==> config.mk <==
export PLATFORM = sky130hd
export DESIGN_NAME = serial_subtractor_ctrl_flat
export DESIGN_NICKNAME = d
export VERILOG_FILES = /design/src/rtl/serial_subtractor_ctrl_if.sv /design/src/rtl/serial_subtractor_ctrl.sv /design/src/flat_wrapper.sv
export SDC_FILE = /design/constraint.sdc
export NUM_CORES = 1
export LEC_CHECK = 0
export ABC_CLOCK_PERIOD_IN_PS = 3130
export CAP_MARGIN = 10
export CORE_MARGIN = 1
export CORE_UTILIZATION = 40
export DETAILED_ROUTE_END_ITERATION = 10
export GPL_TIMING_DRIVEN = 0
export PLACE_DENSITY = 0.65
export SYNTH_ARGS = -nofsm -noshare
export SYNTH_HDL_FRONTEND = slang
export SYNTH_SLANG_ARGS = --single-unit
==> constraint.sdc <==
create_clock -name clk -period 3.13 [get_ports clk]
set_clock_uncertainty 0.05 [all_clocks]
set_input_delay 0.313 -clock clk [delete_from_list [all_inputs] [get_ports clk]]
set_output_delay 0.313 -clock clk [all_outputs]
set_load 0.02 [all_outputs]
==> src/rtl/serial_subtractor_ctrl_if.sv <==
// Request/response bundle for the bit-serial subtractor: operands and start in,
// busy/done status and the registered result out.
interface serial_subtractor_ctrl_if #(
    parameter int unsigned WIDTH = 8
);
    logic             start;
    logic [WIDTH-1:0] a;
    logic [WIDTH-1:0] b;
    logic             busy;
    logic             done;
    logic [WIDTH-1:0] diff;
    logic             borrow_out;

    modport master (
        output start, a, b,
        input  busy, done, diff, borrow_out
    );

    modport slave (
        input  start, a, b,
        output busy, done, diff, borrow_out
    );
endinterface

==> src/rtl/serial_subtractor_ctrl.sv <==
// Bit-serial WIDTH-bit subtractor: one shared 1-bit subtract cell (two half-subtractors
// plus a borrow register) walks the operands LSB-first, one bit per clock.
module serial_subtractor_ctrl #(
    parameter int unsigned WIDTH = 8
) (
    input logic                     clk,
    input logic                     rst_n,
    serial_subtractor_ctrl_if.slave bus
);
    localparam int unsigned CntW = (WIDTH > 1) ? $clog2(WIDTH) : 1;
    localparam logic [CntW-1:0] LastBit = CntW'(WIDTH - 1);

    localparam logic [1:0] StIdle  = 2'd0;
    localparam logic [1:0] StShift = 2'd1;
    localparam logic [1:0] StDone  = 2'd2;

    logic [1:0]       state_q, state_d;
    logic [WIDTH-1:0] sa_q, sa_d;
    logic [WIDTH-1:0] sb_q, sb_d;
    logic [WIDTH-1:0] sr_q, sr_d;
    logic             br_q, br_d;
    logic [CntW-1:0]  cnt_q, cnt_d;
    logic [WIDTH-1:0] diff_q, diff_d;
    logic             borrow_q, borrow_d;

    // Shared 1-bit subtract cell.
    logic d1, b1, d_bit, b2, bnext;

    always_comb begin
        d1    = sa_q[0] ^ sb_q[0];
        b1    = ~sa_q[0] & sb_q[0];
        d_bit = d1 ^ br_q;
        b2    = ~d1 & br_q;
        bnext = b1 | b2;
    end

    always_comb begin
        state_d  = state_q;
        sa_d     = sa_q;
        sb_d     = sb_q;
        sr_d     = sr_q;
        br_d     = br_q;
        cnt_d    = cnt_q;
        diff_d   = diff_q;
        borrow_d = borrow_q;

        case (state_q)
            StIdle: begin
                if (bus.start) begin
                    sa_d    = bus.a;
                    sb_d    = bus.b;
                    sr_d    = '0;
                    br_d    = 1'b0;
                    cnt_d   = '0;
                    state_d = StShift;
                end
            end
            StShift: begin
                sr_d  = {d_bit, sr_q[WIDTH-1:1]};
                sa_d  = {1'b0, sa_q[WIDTH-1:1]};
                sb_d  = {1'b0, sb_q[WIDTH-1:1]};
                br_d  = bnext;
                cnt_d = cnt_q + 1'b1;
                if (cnt_q == LastBit) begin
                    diff_d   = {d_bit, sr_q[WIDTH-1:1]};
                    borrow_d = bnext;
                    state_d  = StDone;
                end
            end
            StDone:  state_d = StIdle;
            default: state_d = StIdle;
        endcase
    end

    always_ff @(posedge clk) begin
        if (!rst_n) begin
            state_q  <= StIdle;
            sa_q     <= '0;
            sb_q     <= '0;
            sr_q     <= '0;
            br_q     <= 1'b0;
            cnt_q    <= '0;
            diff_q   <= '0;
            borrow_q <= 1'b0;
        end else begin
            state_q  <= state_d;
            sa_q     <= sa_d;
            sb_q     <= sb_d;
            sr_q     <= sr_d;
            br_q     <= br_d;
            cnt_q    <= cnt_d;
            diff_q   <= diff_d;
            borrow_q <= borrow_d;
        end
    end

    // Status is a pure decode of the state register, so no input reaches an output.
    assign bus.busy       = (state_q == StShift);
    assign bus.done       = (state_q == StDone);
    assign bus.diff       = diff_q;
    assign bus.borrow_out = borrow_q;
endmodule

==> src/flat_wrapper.sv <==
// flat-port wrapper written by rule: the top's interface ports become plain ports
module serial_subtractor_ctrl_flat 
#(
    parameter int unsigned WIDTH = 8
)
  (clk, rst_n, bus_start, bus_a, bus_b, bus_busy, bus_done, bus_diff, bus_borrow_out);
  serial_subtractor_ctrl_if #(.WIDTH(WIDTH)) bus_i ();
  input logic clk;
  input logic rst_n;
  input wire logic [$bits(bus_i.start)-1:0] bus_start;
  input wire logic [$bits(bus_i.a)-1:0] bus_a;
  input wire logic [$bits(bus_i.b)-1:0] bus_b;
  output wire logic [$bits(bus_i.busy)-1:0] bus_busy;
  output wire logic [$bits(bus_i.done)-1:0] bus_done;
  output wire logic [$bits(bus_i.diff)-1:0] bus_diff;
  output wire logic [$bits(bus_i.borrow_out)-1:0] bus_borrow_out;
  assign bus_i.start = bus_start;
  assign bus_i.a = bus_a;
  assign bus_i.b = bus_b;
  assign bus_busy = bus_i.busy;
  assign bus_done = bus_i.done;
  assign bus_diff = bus_i.diff;
  assign bus_borrow_out = bus_i.borrow_out;
  serial_subtractor_ctrl #(.WIDTH(WIDTH)) u_core (.clk(clk), .rst_n(rst_n), .bus(bus_i));
endmodule
* After elaboration in Yosys (flattened, before gate mapping) *
Cells that the tools add are included.

storage, ports and cells
  output and inout bits = 11
  register bits = 39
  input port bits = 19

operators by class
  reduce and logical (&&, ||, !) cells = 5
  bitwise gates (word level) = 7
  add/subtract/negate cells = 1
  mux-type cells = 13
  eq/ne operators = 5

operator list
  kind                                                   number
  one-hot mux 8 bit (2 select lines)                     3
  two-way mux 8 bit                                      3
  one-hot mux 3 bit (2 select lines)                     1
  AND reduction 2 bit                                    3
  two-way mux 2 bit                                      2
  one-hot mux 2 bit (2 select lines)                     1
  adder 3 x 1 -> 3 bit, second input constant            1
  == test 3 bit, second input constant                   1
  two-way mux 3 bit                                      1
  bitwise AND 1 bit                                      2
  == test 2 x 1 -> 1 bit, second input constant          1
  == test 2 bit, second input constant                   1
  zero test 2 bit                                        1
  inequality test 2 x 1 -> 1 bit, second input constant  1
  inequality test 2 bit, second input constant           1
  inverter 1 bit                                         2
  one-hot mux 1 bit (2 select lines)                     1
  nonzero test 2 bit                                     1
  bitwise XOR 1 bit                                      2
  two-way mux 1 bit                                      1
  OR 1 bit                                               1

* Longest topological paths before layout *
Gate-level depths: netlist of the first run.

  word-level depth = 5
  mapped depth = 6
  mapped depth without buffers = 5

* Worst setup path before layout of the first run *
No wires, ideal clock.

  path kind = reg-to-reg
  from = register u_core.cnt_q[0]
  to = register u_core.state_q[0]
  arrival = 1.131 ns
  slack = 1.818 ns
  path buffers = 1
  stages on the path, launching flop included = 7
  path through = dfxtp_1 > ha_1 > ha_1 > clkbuf_1 > inv_1 > mux2i_1 > nor3_1

between the ends
  word-level cells in the longest chain between the ends = 3

ends and longest elaborated chain
  element                                          line                          source
  start, declared                                  serial_subtractor_ctrl.sv:22  logic [CntW-1:0] cnt_q, cnt_d;
  start signal, assigned                           serial_subtractor_ctrl.sv:91  cnt_q <= cnt_d;
  == test 3 bit                                    serial_subtractor_ctrl.sv:64  if (cnt_q == LastBit) begin
  inequality test 2 x 1 -> 1 bit (no source line)  -
  AND reduction 2 bit (no source line)             -
  end signal, assigned                             serial_subtractor_ctrl.sv:77  state_q <= StIdle;
  end signal, assigned                             serial_subtractor_ctrl.sv:86  state_q <= state_d;
  end, declared                                    serial_subtractor_ctrl.sv:17  logic [1:0] state_q, state_d;

No other way between the ends.
A chain may end at the register's enable or synchronous reset.

* Worst setup path after layout of the first run *
  from = register u_core.state_q[1]
  to = output bus_busy

between the ends
  word-level cells in the longest chain between the ends = 1

ends and longest elaborated chain
  element                 line                          source
  == test 2 x 1 -> 1 bit  serial_subtractor_ctrl.sv:98  assign bus.busy = (state_q == StShift);
  end, declared           flat_wrapper.sv:13            output wire logic [$bits(bus_i.busy)-1:0] bus_busy;

No other way between the ends.

==> results of run 1 <==
[worst reg2reg max path, cell delays in order (launching register included)]
cell      delay (ns)
dfxtp_1         0.37
ha_1            0.16
ha_1            0.18
clkbuf_1        0.36
nand3_1         0.16
a21oi_1         0.20
[path summary, 6_finish.rpt]
kind / start / end / slack, ns
max: u_core.state_q[1]$_SDFFE_PN0P_ / bus_busy / 0.92
min: u_core.bus.diff[4]$_SDFFE_PN0P_ / u_core.bus.diff[4]$_SDFFE_PN0P_ / 0.41
max reg2reg: u_core.cnt_q[0]$_SDFFE_PN0P_ / u_core.bus.diff[1]$_SDFFE_PN0P_ / 1.55
min reg2reg: u_core.bus.diff[4]$_SDFFE_PN0P_ / u_core.bus.diff[4]$_SDFFE_PN0P_ / 0.41
[placed cells by master, fill, tap and decap left out, drive strengths merged, types with 8 or more instances in the layout]
cell type,n
clkbuf,10
dfxtp,38
nor2,30
nand3,8
a21oi,11
mux2i,12
buf,8
a22oi,9
clkdlybuf4s50,29
nand2,8
a211oi,12
[layer usage]
layer | track usage | vias up | wire length, um
met2 | 0.316 | 27 | 1710
li1 | - | 653 | -
met4 | 0.0694 | 0 | 43
met3 | 0.0458 | 5 | 144
met5 | 0 | - | 0
met1 | 0.216 | 615 | 1590
[where the power goes]
group	switching (mW)	total (mW)	internal (mW)	leakage [nW]
sequential	0.0128	0.518	0.505	0.311
combinational	0.0612	0.126	0.0644	0.391
clock	0.165	0.342	0.177	0.0472
total	0.239	0.986	0.746	0.749
[sequential cells by signal, indices dropped and copies added (netlist names)]
register and cells:
u_core.state_q 2, u_core.cnt_q 3, u_core.sb_q 8, u_core.bus.borrow_out 1
u_core.bus.diff 8, u_core.br_q 1, u_core.sa_q 8, u_core.sr_q 7
[logic make-up after synthesis]
family	Yosys count	share of synthesized area
and+or+nand+nor	53	0.158
AOI/OAI and AO/OA	41	0.186
DFF	38	0.483
buffers and inverters	17	0.0683
muxes	12	0.0763
adders and majority gates	3	0.0286
[cell type report]
class                           instances  area, sq um
Fill cell                             334         1700
Clock inverter                          2         12.5
Multi-Input combinational cell        109          707
Timing Repair Buffer                   29          290
Inverter                                5         18.8
Buffer                                 12         88.8
Sequential cell                        38          761
Clock buffer                            6         82.6
Tap cell                               48         60.1
==> run metrics, run 1 <==
status=completed; CTS clk-pin slew, worst paths=~0.07 ns; final WL=3500 um; Area Overhead vs Synth=28.3%; Worst EP required=approximately 2.8 ns; WP depth=5; vias in the first global route=roughly 1300; setup TNS=0 ns; Final Hold Viols=0; Yosys top cell area share=0.483; initial antenna violation count=0; Nets=222; Largest delay share family, worst path=buffers and inverters; vias=1300; pwr dens=488 nW/um^2; RSZ-0062 raised after global routing=no; top cells by count, synth=38 x dfxtp_1, 30 x nor2_1, 12 x mux2i_1, 11 x a211oi_1, 11 x a21oi_1; Worst Slack Setup Final=between 0.9 and 1 ns; Final setup viols=0; CTS Buf Count=5; Hold Path Class=flip-flop to flip-flop; Routed Antenna Nets=0; DRC viols=0; die width=roughly 65 um; hold buffer count at CTS=0; first drt pass iteration count=4; grt total ovfl=0; leading area contributor after synthesis=dfxtp_1; Mapped Area=between 1500 and 2000 sq um; ranking of synthesized cells by area=dfxtp_1 48%, mux2i_1 7.6%, nor2_1 7.1%, a211oi_1 5.2%, a22oi_1 4.3%; crit share post-route=0.707; Leak=between 0.7 and 0.8 nW; std cell rows=22; Critical Path End Type=output port; Core Box Area=approximately 3700 sq um; fmax=around 0.45 GHz; FF+latch count, synth=38; CP arrival=~1.9 ns; final hold slack=just over 0.4 ns; clock period minus worst slack=about 2.2 ns; Netlist cell types=30; routed len/inst=14.0 um; first-pass GRT wire length=between 5000 and 6000 um; layout cell share with drive strength beyond 1=0.104; Placer Congestion=0.752; Post-Synthesis Mean Instance Area=9.61 sq um; crit path launch type=flip-flop; Synth Net Count=between 150 and 200; CTS tree=yes; Yosys warning count=0; Slew headroom=0.649; R2R cell count=5; critical-path cell list=buf_2 -> nand2b_4 -> inv_1 -> buf_4 -> clkdlybuf4s50_1; largest net degree at the start of global routing=13; DRT iter0 DRCs=50; Pwr Total=0.986 mW; post-route cell area=2020 sq um; CP max stage delay=just over 0.6 ns; Antenna Cells=0; post-place instance area=between 1500 and 2000 sq um; Max VDD drop=0.323 mV; io pins=30; worst slack at placement=1.24 ns; number of synthesized flops with an enable pin=0; vias per inst=between 5 and 6; ys async rst share=0; cts repair resizes=0; H-tree Lvls=2; Initial Util=0.424; max_cap viols=0; final non-filler cell total=roughly 250; Clk Latency, worst-skew pair=~0.28 ns; ys flop type=dfxtp_1; fin util=0.544; gr usage total=0.183; dpl cells=around 240; Root Driver=clkbuf_8; worst slew pin tran=roughly 0.53 ns; die area=~4200 sq um; slowest CP cell=clkdlybuf4s50_1; IO Port Bufs=29; post-DP HPWL=2420 um; sequential share of the synthesized area=0.483; Gate Count Post-Synth=164; Worst Hold Path Cells=2; setup bufs post-CTS=0; Final Max Tran Viols=0; crit-path max FO=10; critical setup path kind=flip-flop to output port; WP buf/inv=4; die height=between 60 and 70 um; Clock Sinks=38; Clock Path Buffers=2; cell with the most instances after synthesis=dfxtp_1
(Power assumes the default switching activity.)
==> inputs of run 2 (changes only) <==
ABC_CLOCK_PERIOD_IN_PS = 2100   (was 3130)
clock period = 2.1 ns   (was 3.13 ns; I/O delays follow)
==> run 2 against run 1 <==
Effect of this change: sequential power rose by 49%; critical path depth fell by 1; first-iteration DRC count did not move; final area barely moved; worst hold slack barely moved; critical path type unchanged; largest cell class unchanged.
==> run metrics, run 2 (same netlist as run 1, synthesis figures left out) <==
Largest delay share family, worst path=buffers and inverters; setup bufs post-CTS=0 (unchanged); first drt pass iteration count=4 (unchanged); crit-path max FO=10 (unchanged); CP max stage delay=0.60 ns (about the same); Clock Path Buffers=2 (unchanged); Core Box Area=3720 sq um (unchanged); crit share post-route=0.919; Worst Slack Setup Final=0.171 ns (-0.747 ns); WP depth=4 (-1); vias in the first global route=1313 (unchanged); hold buffer count at CTS=0 (unchanged); R2R cell count=5 (unchanged); final WL=3490 um (about the same); global routing usage on met3=0.0458 (unchanged); initial antenna violation count=0 (unchanged); Final setup viols=0 (unchanged); Clock Sinks=38 (unchanged); crit path launch type=flip-flop; Initial Util=0.424 (unchanged); worst slew pin tran=0.527 ns (unchanged); DRT iter0 DRCs=50 (unchanged); Nets=222 (unchanged); H-tree Lvls=2 (unchanged); RSZ-0062 raised after global routing=no; Clk Latency, worst-skew pair=0.28 ns (about the same); hold path start=u_core.bus.diff[4]$_SDFFE_PN0P_; io pins=30 (unchanged); Placer Congestion=0.752 (unchanged); status=completed; Worst Hold End=u_core.bus.diff[4]$_SDFFE_PN0P_; layout cell share with drive strength beyond 1=0.104 (unchanged); max_cap viols=0 (unchanged); gr usage total=0.183 (unchanged); Root Driver=clkbuf_8; std cell rows=22 (unchanged); clock period minus worst slack=approximately 1.9 ns; DRC viols=0 (unchanged); slowest CP cell=clkdlybuf4s50_1; Worst Setup SP=u_core.state_q[0]$_SDFFE_PN0P_; setup TNS=0 ns (unchanged); worst r2r dst=u_core.bus.diff[1]$_SDFFE_PN0P_; CTS tree=yes; grt total ovfl=0 (unchanged); die area=4190 sq um (unchanged); die width=64.8 um (unchanged); CTS Buf Count=5 (unchanged); worst slack at placement=0.311 ns (-0.927 ns); Final Max Tran Viols=0 (unchanged); largest net degree at the start of global routing=13 (unchanged); vias=1300 (unchanged); CP arrival=1.67 ns (-0.18 ns); Leak=0.752 nW (+0.34%); Pwr Total=1.47 mW (+49%); critical setup path kind=flip-flop to output port; most frequent cells in the layout=38 x dfxtp_1, 30 x nor2_1, 28 x clkdlybuf4s50_1; first-pass GRT wire length=5880 um (unchanged); Worst EP required=1.84 ns (-0.93 ns); WP buf/inv=3 (-1); Antenna Cells=0 (unchanged); post-DP HPWL=2420 um (unchanged); r2r startpoint=u_core.cnt_q[0]$_SDFFE_PN0P_; critical-path cell list=buf_6 -> buf_8 -> nor2b_1 -> clkdlybuf4s50_1; routed len/inst=14.0 um (about the same); fmax=between 0.5 and 0.6 GHz; Slew headroom=0.649 (unchanged); IO Port Bufs=29 (unchanged); Worst Hold Path Cells=2 (unchanged); post-route cell area=2020 sq um (about the same); cts repair resizes=1 (+1); Final Hold Viols=0 (unchanged); vias per inst=5.22 (unchanged); R2R Setup Slk=0.52 ns (-1.03 ns); CTS clk-pin slew, worst paths=0.07 ns (about the same); global route hottest layer=met2; final hold slack=0.406 ns (-0.00000200 ns); met2 usage=0.316 (unchanged); Critical Path End Type=output port; Area Overhead vs Synth=28.2% (about the same); Routed Antenna Nets=0 (unchanged); grt met1 use=0.216 (unchanged); post-place instance area=1930 sq um (unchanged); die height=64.8 um (unchanged); Hold Path Class=flip-flop to flip-flop; pwr dens=727 nW/um^2 (+49%); commonest non-fill, non-tap cell in the layout=dfxtp_1; Max VDD drop=0.481 mV (+49%)
## run 2: cell types whose count changed in the layout (fill, tap and decap cells not counted), sizes merged
cell	previous run	this run
clkdlybuf4s50	29	28
dlygate4sd2	0	1
## run 2: final cells by class
cell class | instances | area (sq um)
fillers | 335 | 1700
repair buffers | 29 | 289
flip-flops and latches | 38 | 761
well taps | 48 | 60.1
clock inverters | 2 | 12.5
clock buffers | 6 | 82.6
inverters | 5 | 18.8
plain buffers | 12 | 88.8
multi-input cells | 109 | 707
## run 2: how the worst max path moves through the flow
stage / endpoint / slack (ns)
6_report: bus_done / 0.17
5_1_grt: bus_done / 0.10
4_1_cts: bus_done / 0.16
3_5_place_dp: bus_busy / 0.31
2_1_floorplan: u_core.state_q[0]$_SDFFE_PN0P_ / 0.79
3_3_place_gp: bus_busy / 0.34
## run 2: per-stage QoR
stage                util  instances
floorplan               -        164
global placement    0.518        241
detailed placement  0.518        241
CTS                 0.543        249
global route        0.543        249
finish              0.543        249
## run 2: worst min-delay path: stages, from the launching register on
cell and delay (ns):
dfxtp_1 0.31, nand2_1 0.05, a21oi_1 0.05
## run 2: report_power, final
part           leakage [nW]  internal (mW)  switching (mW)  total (mW)
combinational         0.394         0.0950          0.0911       0.186
sequential            0.311          0.753          0.0191       0.772
clock                0.0472          0.264           0.246       0.510
total                 0.752           1.11           0.357        1.47
## run 2: per-layer routing
layer / wire (um) / vias up / share of wire
li1: - / 653 / -
met1: 1590 / 615 / 0.46
met2: 1710 / 27 / 0.49
met3: 144 / 5 / 0.041
met4: 43 / 0 / 0.012
met5: 0 / - / 0
